==> config.mk <==
export PLATFORM = sky130hd
export DESIGN_NAME = fifo_ctrl
export DESIGN_NICKNAME = d
export VERILOG_FILES = /design/src/rtl/fifo_prefetch_buf.sv /design/src/rtl/fifo_ctrl.sv
export SDC_FILE = /design/constraint.sdc
export NUM_CORES = 1
export LEC_CHECK = 0
export ABC_AREA = 1
export BUFFER_PORTS_ARGS = -buffer_cell sky130_fd_sc_hd__buf_2
export CAP_MARGIN = 5
export CORE_MARGIN = 3
export CORE_UTILIZATION = 53
export CTS_CLUSTER_SIZE = 10
export DETAILED_ROUTE_END_ITERATION = 16
export PLACE_DENSITY = 0.92
export SKIP_CTS_REPAIR_TIMING = 1
export SKIP_LAST_GASP = 1
export SYNTH_ARGS = -nofsm -noshare
export SYNTH_HDL_FRONTEND = slang
export SYNTH_SLANG_ARGS = --single-unit
==> constraint.sdc <==
create_clock -name clk -period 3.8 [get_ports clk]
set_input_delay 0.19 -clock clk [delete_from_list [all_inputs] [get_ports clk]]
set_output_delay 0.19 -clock clk [all_outputs]
set_load 0.02 [all_outputs]
==> src/rtl/fifo_prefetch_buf.sv <==
// Two-entry register buffer holding prefetched RAM read data.
// Gives the read side first-word-fall-through output with no combinational path from
// RAM data to m_valid/m_data.
// Capture (push) and pop may happen in the same cycle.
module fifo_prefetch_buf #(
   parameter int DATA_WIDTH = 32
) (
   input  logic                  clk,
   input  logic                  rst,
   input  logic                  push,
   input  logic [DATA_WIDTH-1:0] push_data,
   input  logic                  pop,
   output logic [1:0]            buf_cnt,
   output logic                  m_valid,
   output logic [DATA_WIDTH-1:0] m_data
);

   logic [DATA_WIDTH-1:0] data_q [2];
   logic                  head;
   logic                  tail;

   // Occupancy, head/tail rotation and data capture; the issue logic upstream
   // guarantees a capture never lands on a full buffer.
   always_ff @(posedge clk) begin
      if (rst) begin
         buf_cnt   <= 2'd0;
         head      <= 1'b0;
         tail      <= 1'b0;
         data_q[0] <= '0;
         data_q[1] <= '0;
      end else begin
         if (push) begin
            data_q[tail] <= push_data;
            tail         <= ~tail;
         end
         if (pop) begin
            head <= ~head;
         end
         buf_cnt <= buf_cnt + 2'(push) - 2'(pop);
      end
   end

   assign m_valid = (buf_cnt != 2'd0);
   assign m_data  = data_q[head];

endmodule

==> src/rtl/fifo_ctrl.sv <==
// Synchronous FIFO controller sequencing an external simple dual-port RAM
// (1-cycle registered read gated by rd_en).
// Writes go straight to RAM. Reads are prefetched into a 2-entry buffer so the output
// is first-word-fall-through at one word per cycle.
module fifo_ctrl #(
   parameter int DATA_WIDTH = 32,
   parameter int ADDR_WIDTH = 12
) (
   input  logic                  clk,
   input  logic                  rst,
   input  logic                  s_valid,
   output logic                  s_ready,
   input  logic [DATA_WIDTH-1:0] s_data,
   output logic                  m_valid,
   input  logic                  m_ready,
   output logic [DATA_WIDTH-1:0] m_data,
   output logic [ADDR_WIDTH+1:0] count,
   output logic [ADDR_WIDTH-1:0] ram_wr_addr,
   output logic [DATA_WIDTH-1:0] ram_wr_data,
   output logic                  ram_wr_en,
   output logic [ADDR_WIDTH-1:0] ram_rd_addr,
   output logic                  ram_rd_en,
   input  logic [DATA_WIDTH-1:0] ram_rd_data
);

   localparam int DEPTH = 1 << ADDR_WIDTH;
   localparam int CAP   = DEPTH + 2;
   localparam int PTR_W = ADDR_WIDTH + 1;

   logic [PTR_W-1:0] wr_ptr;
   logic [PTR_W-1:0] rd_ptr;
   logic             rd_pend;
   logic [PTR_W-1:0] ram_used;
   logic             ram_full;
   logic             ram_empty;
   logic             pop;
   logic [1:0]       buf_cnt;
   logic [2:0]       occ_after_pop;

   // Full/empty come from registered pointers only, so a same-cycle write and
   // read issue can never hit the same RAM address.
   assign ram_used  = wr_ptr - rd_ptr;
   assign ram_full  = (ram_used == {1'b1, {ADDR_WIDTH{1'b0}}});
   assign ram_empty = (wr_ptr == rd_ptr);

   assign s_ready     = !ram_full;
   assign ram_wr_en   = s_valid && s_ready && !rst;
   assign ram_wr_addr = wr_ptr[ADDR_WIDTH-1:0];
   assign ram_wr_data = s_data;

   // A read is issued only if the buffer will have room for it when it
   // returns, counting the read already in flight and this cycle's pop.
   assign pop           = m_valid && m_ready;
   assign occ_after_pop = 3'(buf_cnt) + 3'(rd_pend) - 3'(pop);
   assign ram_rd_en     = !rst && !ram_empty && (occ_after_pop < 3'd2);
   assign ram_rd_addr   = rd_ptr[ADDR_WIDTH-1:0];

   assign count = (ADDR_WIDTH+2)'(ram_used) + (ADDR_WIDTH+2)'(rd_pend)
                + (ADDR_WIDTH+2)'(buf_cnt);

   // Pointer and in-flight read tracking; a read in flight at reset is dropped.
   always_ff @(posedge clk) begin
      if (rst) begin
         wr_ptr  <= '0;
         rd_ptr  <= '0;
         rd_pend <= 1'b0;
      end else begin
         if (ram_wr_en) begin
            wr_ptr <= wr_ptr + PTR_W'(1);
         end
         if (ram_rd_en) begin
            rd_ptr <= rd_ptr + PTR_W'(1);
         end
         rd_pend <= ram_rd_en;
      end
   end

   // Occupancy can never exceed RAM depth plus the two buffer slots.
   always_ff @(posedge clk) begin
      if (!rst) begin
         assert (int'(count) <= CAP);
      end
   end

   fifo_prefetch_buf #(
      .DATA_WIDTH (DATA_WIDTH)
   ) u_buf (
      .clk       (clk),
      .rst       (rst),
      .push      (rd_pend),
      .push_data (ram_rd_data),
      .pop       (pop),
      .buf_cnt   (buf_cnt),
      .m_valid   (m_valid),
      .m_data    (m_data)
   );

endmodule

==> results.md, run 1 <==
* Buf/Inv on CP at 3
* Max Clock Freq at 0.3000 GHz
* Seq/Total Area, Yosys at a little over two fifths
* Yosys cell types at 45
* First-pass GRT wire length at 19890 um
* Top_reg_cell synth: edfxtp_1
* Syn avg cell area at 8.643 um2
* Htree depth at 3
* TritonCTS clock tree: done
* Number of port buffers at 109
* Setup WS post-layout at 0.4668 ns
* Final Hold Vio Count at 0
* Clock root buffer: clkbuf_8
* Residual DRC count at 0
* CTS buffer count at 9
* DR vias at 4405
* EDFF count, synth at 64
* Detailed Place HPWL at 8738 um
* RSZ-0062 raised after global routing: false
* Final setup viols at 0
* Reg clk slew, reported paths at 0.10 ns
* FF+latch count, synth at 96
* Gate count of the mapped netlist at 681
* Max-capacitance violation count at 0
* CP endpoint kind: output pin
* Die area at 12410 um2
* WL/cell at 13.67 um
* I/O pin total at 174
* DIE HEIGHT at 111.4 um
* Fraction of layout cells with a size suffix above 1 at 28.65%
* # clock sinks at 96
* Initial drt markers at between 200 and 250
* Hold Slack at around 0.13 ns
* Overall Global Routing Usage at 19.49%
* Slowest cell on crit path: fa_1
* Die width at about 110 um
* Core ar. at 10560 um2
* Critical path class: register to output pin
* Area growth, synth to finish at 7.377%
* Worst-path maximum fanout at 4
* Cell Pwr Density at 574.1 nW/um2
* Largest net degree at the start of global routing at 35
* Initial Util at 55.76%
* Min Tclk post-route at 3.333 ns
* Int Power at roughly 2.1 mW
* Worst EP arrival at 3.14 ns
* CP Cell Sequence: inv_1, ha_1, fa_1, inv_1, ha_1, a21oi_1, nor2_1, nand3_1, nor2_1, nand2_1, nor2_1, nand2_1, nor4_1, buf_2
* Period utilisation layout at around 88%
* Nets@finish at slightly above 800
* GP Congestion at a little under 0.9
* Initial antenna violation count at 0
* Yosys synthesis warning count at 0
* Cell Rows at 37
* CP delay by family, top: adder cells
* 1st-pass router iterations at 6
* Logic pwr share at 47.2%
* Final Max Slew Viols at 0
* N_diodes at 0
* Net Switching at 1.547 mW
* Setup_tns at 0 ns
* Routed Antenna Nets at 0
* VDD IR-drop max at 0.3007 mV
* Vias in the first global route at 4246
* Worst-case clock buffer depth at 2
* WL final at 11970 um
* Sw Share at about 43%
* Worst Hold Class: input port to register
* CP dominant cell by count: nor2_1
* Setup crit start kind: register
* Worst EP required at 3.61 ns
* Crit path largest cell delay at 0.56 ns
* Max_slew headroom at 62.69%
* Post-place setup slack at between 0.7 and 0.8 ns
* Least-Margin Pin Slew at 0.5581 ns
* Sequential power share at 35.1%
* Post-synth ARST share at 0%
* Outcome: finished, final reports clean
* Leak pwr at 3.143 nW
* Clk_lat worst skew at around 0.36 ns
* Clock share of power at between 15 and 20%
* Clk_skew at 0.01107 ns
* Fin util at 59.87%
* Via/cell ratio at just over 5
* FF-to-FF setup slack at 0.78 ns
* Syn_nets at 770
* Total grt overflow at 0
* Mapped Area at a little under 6000 um2
[worst min-delay path: stages]
cell    delay [ns]
buf_2         0.07
inv_1         0.04
nor2_1        0.08
[layout make-up]
class                      count  area (um2)
tap                          136       170.2
inverter                     113       424.2
multi-input combinational    400        2390
fill                         902        4235
clock buffer                   9       123.9
timing repair buffer         115       590.6
sequential                    96        2562
clock inverter                 7       58.81
[synth_stat cells (2+ instances only)]
cell,number,area share [%]
a21oi_1,16,1.4
mux2_2,32,6.1
nor3_1,11,0.94
nand2_4,2,0.38
inv_2,4,0.26
xor2_1,9,1.3
nor2_2,10,1.1
clkbuf_1,9,0.57
nand3_2,7,1.2
nand2_2,17,1.8
o21ai_0,7,0.60
nor4_1,3,0.32
fa_1,4,1.4
nand4_1,8,0.85
nand3_1,31,2.6
buf_1,3,0.19
a21oi_2,3,0.45
nand2_1,88,5.6
ha_1,17,3.6
nor3b_1,2,0.26
xor2_2,2,0.55
o21bai_1,2,0.26
xnor2_1,3,0.45
dfxtp_1,32,11
and2_1,2,0.21
edfxtp_1,64,33
nand3b_1,5,0.64
buf_4,57,7.3
nor2_1,108,6.9
inv_1,108,6.9
[layer usage]
| metal | global-route usage (%) | up-vias | routed length [um] |
|---|---|---|---|
| li1 | - | 2212 | - |
| met1 | 23.45 | 1998 | 4892 |
| met2 | 34.06 | 166 | 5982 |
| met3 | 5.435 | 29 | 808 |
| met4 | 6.002 | 0 | 288 |
| met5 | 0 | - | 0 |
[final timing paths]
path	startpoint	to	depth (start not counted)
max reg2reg	u_buf.buf_cnt[1]$_SDFF_PP0_	rd_ptr[11]$_SDFFE_PP0P_	18
min	ram_rd_data[12]	u_buf.data_q[1][12]$_SDFFCE_PN0P_	3
min reg2reg	u_buf.head$_SDFFE_PP0P_	register	1
max	wr_ptr[0]$_SDFFE_PP0P_	count[13]	14
[state kept, by name (all words and copies together) (netlist names), named ones only]
| register | cells |
|---|---|
| u_buf.data_q | 64 |
| rd_pend | 1 |
| u_buf.head | 1 |
| u_buf.buf_cnt | 2 |
| u_buf.tail | 1 |
| wr_ptr | 13 |
| rd_ptr | 13 |
[power groups by stage]
stage / combinational (mW) / clock, mW / sequential [mW]
floorplan: 1.36 / 0 / 1.28
global placement: 1.70 / 0 / 1.29
detailed placement: 1.72 / 0 / 1.30
CTS: 1.73 / 0.652 / 1.27
global route: 1.92 / 0.701 / 1.29
finish: 1.71 / 0.643 / 1.27
[logic make-up after synthesis]
group | after synthesis | synth area share, %
compound gates | 32 | 3.104
xor+xnor | 14 | 2.339
fa+ha+maj | 21 | 4.974
buf+inv | 185 | 15.86
flops | 96 | 43.54
mux | 32 | 6.123
simple gates | 301 | 24.06
[metrics by stage]
step,power [mW],instance area [um2],cells
floorplan,2.647,5886,681
global placement,2.987,6137,860
detailed placement,3.021,6137,860
CTS,3.656,6320,876
global route,3.908,6320,876
finish,3.628,6320,876
[layout by cell type (no fill, tap or decap), types with 2 or more instances in the layout]
cell / netlist / layout
dfxtp_1: 32 / 32
xor2_1: 9 / 9
nor3b_1: 2 / 2
nand3_1: 31 / 31
xor2_2: 2 / 2
fa_1: 4 / 4
nand2_1: 88 / 88
inv_2: 4 / 4
and2_1: 2 / 2
nor3_1: 11 / 11
clkinv_1: 1 / 2
nand4_1: 8 / 8
a21oi_2: 3 / 3
inv_1: 108 / 108
inv_6: 0 / 3
xnor2_1: 3 / 3
o21bai_1: 2 / 2
edfxtp_1: 64 / 64
nand3_2: 7 / 7
a21oi_1: 16 / 16
nand2_4: 2 / 2
nand3b_1: 5 / 5
nor2_1: 108 / 108
ha_1: 17 / 17
mux2_2: 32 / 32
clkinv_4: 0 / 2
buf_4: 57 / 6
nor4_1: 3 / 3
clkbuf_8: 0 / 9
o21ai_0: 7 / 7
nand2_2: 17 / 17
nor2_2: 10 / 10
buf_2: 1 / 109
Note: power is estimated with default switching activity, not from simulation.
==> run 2, diff against run 1 <==
- ABC_AREA: 1 -> default
- CORE_UTILIZATION: 53 -> 52
- PLACE_DENSITY: 0.92 -> 0.91
==> run 2 against run 1 <==
Compared with the run above: via count fell by 5.4%; final cell count decreased by 14%; worst setup slack worse by 0.35 ns; final area is 1.2% lower; worst hold slack got worse by 0.017 ns; critical path depth stayed put; clock skew fell by 0.0012 ns; non-clock buffer count is 2 higher; register-to-register slack got worse by 0.66 ns; largest cell class is now multi-input gates; largest power group unchanged.
==> results.md, run 2 <==
* Worst EP required at 4.08 ns (+0.47 ns)
* Gate count of the mapped netlist at 555 (-19%)
* CTS buffer count at 9 (unchanged)
* CP Cell Sequence: inv_1, ha_1, fa_1, nand2b_2, a21oi_4, a41oi_4, a311o_1, o221ai_2, nor4b_4, buf_4, buf_4, buf_4, or4_1, a21oi_1
* CP endpoint kind: register
* Die width at 110.9 um (-0.44%)
* Die area at 12300 um2 (-0.89%)
* VDD IR-drop max at 0.2866 mV (-4.7%)
* I/O pin total at 174 (unchanged)
* Max Clock Freq at 0.2715 GHz (-9.5%)
* N_diodes at 0 (unchanged)
* Hold Startpoint: ram_rd_data[23]
* Vias in the first global route at 4263 (+0.40%)
* Fraction of layout cells with a size suffix above 1 at 29.85% (+1.2 points)
* EDFF count, synth at 64 (unchanged)
* Initial antenna violation count at 0 (unchanged)
* Post-synth top area share at 33.60% (+0.94 points)
* Total grt overflow at 0 (unchanged)
* Worst-path maximum fanout at 15 (+11)
* Syn_nets at 644 (-16%)
* Core ar. at 10510 um2 (-0.44%)
* Final setup viols at 0 (unchanged)
* Worst EP arrival at 3.96 ns (+0.82 ns)
* 1st-pass router iterations at 5 (-1)
* Max-capacitance violation count at 0 (unchanged)
* WL final at 12700 um (+6.0%)
* Routed Antenna Nets at 0 (unchanged)
* Worst Hold Class: input port to register
* Setup_tns at 0 ns (unchanged)
* Final Max Slew Viols at 0 (unchanged)
* RSZ-0062 raised after global routing: true
* FF-to-FF setup slack at 0.12 ns (-0.66 ns)
* Biggest regs: u_buf.data_q (64), rd_ptr (13), wr_ptr (13)
* DR vias at 4165 (-5.4%)
* Min Tclk post-route at 3.684 ns (+0.3504 ns)
* Detailed Place HPWL at 9227 um (+5.6%)
* CP delay by family, top: compound AO/OA/AOI/OAI gates
* GP Congestion at 0.9353 (+7.4%)
* Reg clk slew, reported paths at 0.10 ns (about the same)
* Largest net degree at the start of global routing at 41 (+17%)
* Nets@finish at 697 (-15%)
* TritonCTS clock tree: done
* Post-synth ARST share at 0% (unchanged)
* Clk_lat worst skew at 0.36 ns (about the same)
* Least-Margin Pin Slew at 0.9763 ns (+0.4182 ns)
* Worst-case clock buffer depth at 2 (unchanged)
* Clk_skew at 0.009824 ns (-0.001244 ns)
* Critical path class: register to register
* Max_slew headroom at 34.74% (-28 points)
* Yosys synthesis warning count at 0 (unchanged)
* Clock root buffer: clkbuf_8
* Top_reg_cell synth: edfxtp_1
* Htree depth at 3 (unchanged)
* Cell Pwr Density at 591.5 nW/um2 (+3.0%)
* Seq/Total Area, Yosys at 44.79% (+1.3 points)
* DIE HEIGHT at 110.9 um (-0.44%)
* Top-count cell post-synth: and2_1
* RR Startpoint: wr_ptr[0]$_SDFFE_PP0P_
* Outcome: finished, final reports clean
* Hold Path End: u_buf.data_q[0][23]$_SDFFCE_PN0P_
* FF+latch count, synth at 96 (unchanged)
* # clock sinks at 96 (unchanged)
* # fillers at 872 (-3.3%)
* Initial Util at 54.44% (-1.3 points)
* Worst reg2reg endpoint: wr_ptr[7]$_SDFFE_PP0P_
* Overall Global Routing Usage at 20.60% (+1.1 points)
* Period utilisation layout at 96.94% (+9.2 points)
* Ranking of synthesized cells by instance count: and2_1, edfxtp_1, buf_4
* First-pass GRT wire length at 20800 um (+4.6%)
* CP Launch Point: wr_ptr[0]$_SDFFE_PP0P_
* Biggest register: u_buf.data_q
* Mapped Area at 5720 um2 (-2.8%)
* Buf/Inv on CP at 4 (+1)
* Final Hold Vio Count at 0 (unchanged)
* R2R cell count at 14 (-4)
* Area growth, synth to finish at 9.143%
* Yosys cell types at 62 (+38%)
* Top cells by area, synth: edfxtp_1, dfxtp_1, buf_4, and2_1, mux2_2
* Pwr Total at 3.693 mW (+1.8%)
* Syn avg cell area at 10.31 um2 (+19%)
* Setup crit start kind: register
* Slowest cell on crit path: or4_1
* Largest register FFs at 64 (unchanged)
* Crit path largest cell delay at 0.52 ns (-0.04 ns)
* Cell Rows at 37 (unchanged)
* Leak pwr at 2.654 nW (-16%)
* Initial drt markers at 250 (+10%)
* Most frequent cells in the layout: buf_2, and2_1, edfxtp_1
* Number of port buffers at 109 (unchanged)
* Commonest non-fill, non-tap cell in the layout: buf_2
* WL/cell at 16.95 um (+24%)
* Residual DRC count at 0 (unchanged)
* CP dominant cell by count: buf_4
* Worst hold path depth at 2 (-1)
* Area leader, netlist: edfxtp_1
* Via/cell ratio at 5.561 (+11%)
-- run 2: cell families (layout without fill, tap and decap cells) --
group                    after synthesis  after routing  synth area share [%]
buffers and inverters                106            164                 10.78
AND/OR/NAND/NOR                      206            206                 20.76
XOR/XNOR                              32             32                 4.899
multiplexers                          35             35                 6.868
flip-flops                            96             96                 44.79
AO/OA/AOI/OAI                         59             59                 6.781
adder cells (fa/ha/maj)               21             21                 5.118
-- run 2: worst max path at each step --
stage	to	slack (ns)	cells after the start
after CTS	ram_wr_en	0.04	11
after detailed placement	wr_ptr[7]$_SDFFE_PP0P_	0.29	12
after global routing	count[8]	-0.004	13
final	wr_ptr[7]$_SDFFE_PP0P_	0.12	14
after floorplan	rd_ptr[9]$_SDFFE_PP0P_	0.54	13
after global placement	wr_ptr[7]$_SDFFE_PP0P_	0.48	12
-- run 2: metrics by stage --
stage	std cells	hold slack (ns)	instance area, um2	setup slack (ns)	util (%)
CTS	745	0.09278	6175	0.03868	58.76
finish	749	0.1144	6243	0.1164	59.41
global route	749	0.08932	6243	-0.003803	59.41
detailed placement	729	0.3801	5987	0.2931	56.97
floorplan	555	0.3498	5720	0.5351	-
global placement	729	0.3801	5987	0.4830	56.97
-- run 2: power breakdown --
group          internal (mW)  leakage, nW  total (mW)  switching, mW
sequential              1.30        0.924        1.37         0.0683
clock                  0.305       0.0915       0.658          0.353
combinational          0.670         1.64        1.67          0.998
-- run 2: cell type report --
class                   instances  area [um2]  share of cell area [%]
multi-input cells             353        2600                   41.64
flip-flops and latches         96        2564                   41.06
inverters                      31       116.4                   1.864
clock buffers                  11       131.4                   2.104
well taps                     136       170.2                   2.725
clock inverters                 5       56.30                  0.9018
repair buffers                117       605.6                   9.699
-- run 2: routing by layer --
metal	wire length, um	vias to the layer above	GRT usage, %
met5	0	-	0
met4	201	0	5.993
met2	6677	173	36.85
met1	4816	1984	24.37
li1	-	1978	-
met3	1000	30	5.240
==> run 3, diff against run 2 <==
- CELL_PAD_IN_SITES_DETAIL_PLACEMENT: default -> 0
- CELL_PAD_IN_SITES_GLOBAL_PLACEMENT: default -> 1
- CORE_UTILIZATION: 52 -> 40
- PLACE_DENSITY: 0.91 -> 0.92
==> run 3 against run 2 <==
Compared with the run above: final area is 2.7% higher; clock power up 48%; utilization is 13 points lower; global-route usage decreased by 4.4 points; worst setup slack improved by 0.090 ns; flip-flop and latch count is the same; clock-buffer cell count down 2; critical path depth unchanged; sequential share of layout area down 1.1 points; combinational power is essentially flat; power increased by 8.2%; final cell count up 5.9%; highest routed layer unchanged.
==> results.md, run 3 (same netlist as run 2, synthesis figures left out) <==
* DR vias at 4095 (-1.7%)
* DIE HEIGHT at 125.6 um (+13%)
* WL/cell at 16.09 um (-5.1%)
* Detailed Place HPWL at 9324 um (+1.1%)
* Max Clock Freq at 0.2782 GHz (+2.5%)
* Reg clk slew, reported paths at 0.07 ns (-0.03 ns)
* Number of port buffers at 109 (unchanged)
* Max-capacitance violation count at 0 (unchanged)
* Commonest non-fill, non-tap cell in the layout: buf_2
* RR Startpoint: wr_ptr[0]$_SDFFE_PP0P_
* Final setup viols at 0 (unchanged)
* Worst Hold Class: input port to register
* Area growth, synth to finish at 12.07%
* Htree depth at 3 (unchanged)
* Int Power at 2.539 mW (+12%)
* Sw Share at 36.49% (-1.9 points)
* Least-Margin Pin Slew at 0.9855 ns (+0.009182 ns)
* Setup crit start kind: register
* CP dominant cell by count: buf_4
* Initial antenna violation count at 0 (unchanged)
* Net Switching at 1.459 mW (+2.8%)
* Nets@finish at 698 (+0.14%)
* Clk_lat worst skew at 0.34 ns (-0.02 ns)
* N_diodes at 0 (unchanged)
* Worst-path maximum fanout at 15 (unchanged)
* TritonCTS clock tree: done
* VDD IR-drop max at 0.2857 mV (-0.33%)
* Min Tclk post-route at 3.594 ns (-0.08962 ns)
* CTS buffer count at 9 (unchanged)
* Pwr Total at 3.998 mW (+8.2%)
* Biggest register: u_buf.data_q
* First-pass GRT wire length at 20710 um (-0.43%)
* Hold Startpoint: ram_rd_data[7]
* RSZ-0062 raised after global routing: false
* Setup_tns at 0 ns (unchanged)
* Fraction of layout cells with a size suffix above 1 at 30.02% (+0.16 points)
* 1st-pass router iterations at 4 (-1)
* Largest net degree at the start of global routing at 41 (unchanged)
* Most frequent cells in the layout: buf_2, and2_1, edfxtp_1
* Outcome: finished, final reports clean
* Cell Rows at 43 (+16%)
* Critical path class: register to register
* Die width at 125.6 um (+13%)
* WL final at 12760 um (+0.52%)
* # clock sinks at 96 (unchanged)
* Initial drt markers at 272 (+8.8%)
* Period utilisation layout at 94.58% (-2.4 points)
* CP endpoint kind: register
* Via/cell ratio at 5.164 (-7.1%)
* Buf/Inv on CP at 4 (unchanged)
* Overall Global Routing Usage at 16.24% (-4.4 points)
* Largest register FFs at 64 (unchanged)
* Final Hold Vio Count at 0 (unchanged)
* Die area at 15770 um2 (+28%)
* Logic pwr share at 41.5% (-3.7 points)
* Clock root buffer: clkbuf_16
* Leak pwr at 2.713 nW (+2.2%)
* Routed Antenna Nets at 0 (unchanged)
* Clk_skew at 0.003382 ns (-0.006442 ns)
* Worst EP arrival at 3.86 ns (-0.10 ns)
* Biggest regs: u_buf.data_q (64), rd_ptr (13), wr_ptr (13)
* CP delay by family, top: compound AO/OA/AOI/OAI gates
* Fin util at 46.01% (-13 points)
* Cell Pwr Density at 623.5 nW/um2 (+5.4%)
* Crit path largest cell delay at 0.50 ns (-0.02 ns)
* Initial Util at 41.05% (-13 points)
* CP Cell Sequence: inv_1, ha_1, fa_1, nand2b_2, a21oi_4, a41oi_2, a311o_1, o221ai_2, nor4b_4, buf_4, buf_4, buf_4, or4_1, a21oi_1
* Sequential power share at 34.2% (-2.8 points)
* Vias in the first global route at 4085 (-4.2%)
* Clock share of power at 24.3% (+6.5 points)
* Total grt overflow at 0 (unchanged)
* Core ar. at 13930 um2 (+33%)
* Worst-case clock buffer depth at 2 (unchanged)
* Final Max Slew Viols at 0 (unchanged)
* Worst EP required at 4.06 ns (-0.02 ns)
* Residual DRC count at 0 (unchanged)
* GP Congestion at 0.9515 (+1.7%)
* I/O pin total at 174 (unchanged)
* CP Launch Point: wr_ptr[0]$_SDFFE_PP0P_
* Slowest cell on crit path: or4_1
* Max_slew headroom at 34.13% (-0.61 points)
[run 3: power groups by stage]
stage	registers (mW)	logic [mW]	clock network [mW]
floorplan	1.37	1.25	0
global placement	1.38	1.63	0
detailed placement	1.39	1.66	0
CTS	1.37	1.67	0.993
global route	1.39	1.80	1.03
finish	1.37	1.66	0.973
[run 3: area by class of cell]
cell class / instances / area, um2
fill: 1306 / 7523
multi-input combinational: 353 / 2576
sequential: 96 / 2564
timing repair buffer: 118 / 613.1
clock buffer: 9 / 225.2
tap: 180 / 225.2
inverter: 31 / 116.4
clock inverter: 6 / 91.34
[run 3: worst reg2reg max path, stage by stage, from the launching register on]
cell      delay (ns)
dfxtp_2         0.37
inv_1           0.05
ha_1            0.23
fa_1            0.40
nand2b_2        0.23
a21oi_4         0.19
a41oi_2         0.19
a311o_1         0.39
o221ai_2        0.24
nor4b_4         0.07
buf_4           0.17
buf_4           0.14
buf_4           0.17
or4_1           0.50
a21oi_1         0.17
[run 3: through the flow]
stage	worst slack, ns	instance area (um2)	cells	hold WS, ns
2_1_floorplan	0.5351	5720	555	0.3498
3_3_place_gp	0.4205	6050	774	0.3801
3_5_place_dp	0.2836	6050	774	0.3801
4_1_cts	0.07584	6366	789	0.1160
5_1_grt	0.04941	6411	793	0.1204
6_report	0.2060	6411	793	0.1292
[run 3: metal layers]
layer | routed length, um | up-vias | GRT usage, %
met5 | 0 | - | 0
met4 | 163 | 0 | 4.656
met3 | 974 | 24 | 4.870
met2 | 6358 | 133 | 28.13
met1 | 5264 | 1958 | 19.57
li1 | - | 1980 | -
[run 3: final timing paths]
path                                                    endpoint  slack (ns)  cells after the start
worst min register to register            wr_ptr[0]$_SDFFE_PP0P_        0.52                      2
worst max register to register            wr_ptr[7]$_SDFFE_PP0P_        0.21                     14
worst max-delay path                      wr_ptr[7]$_SDFFE_PP0P_        0.21                     14
worst min-delay path            u_buf.data_q[1][7]$_SDFFCE_PN0P_        0.13                      2
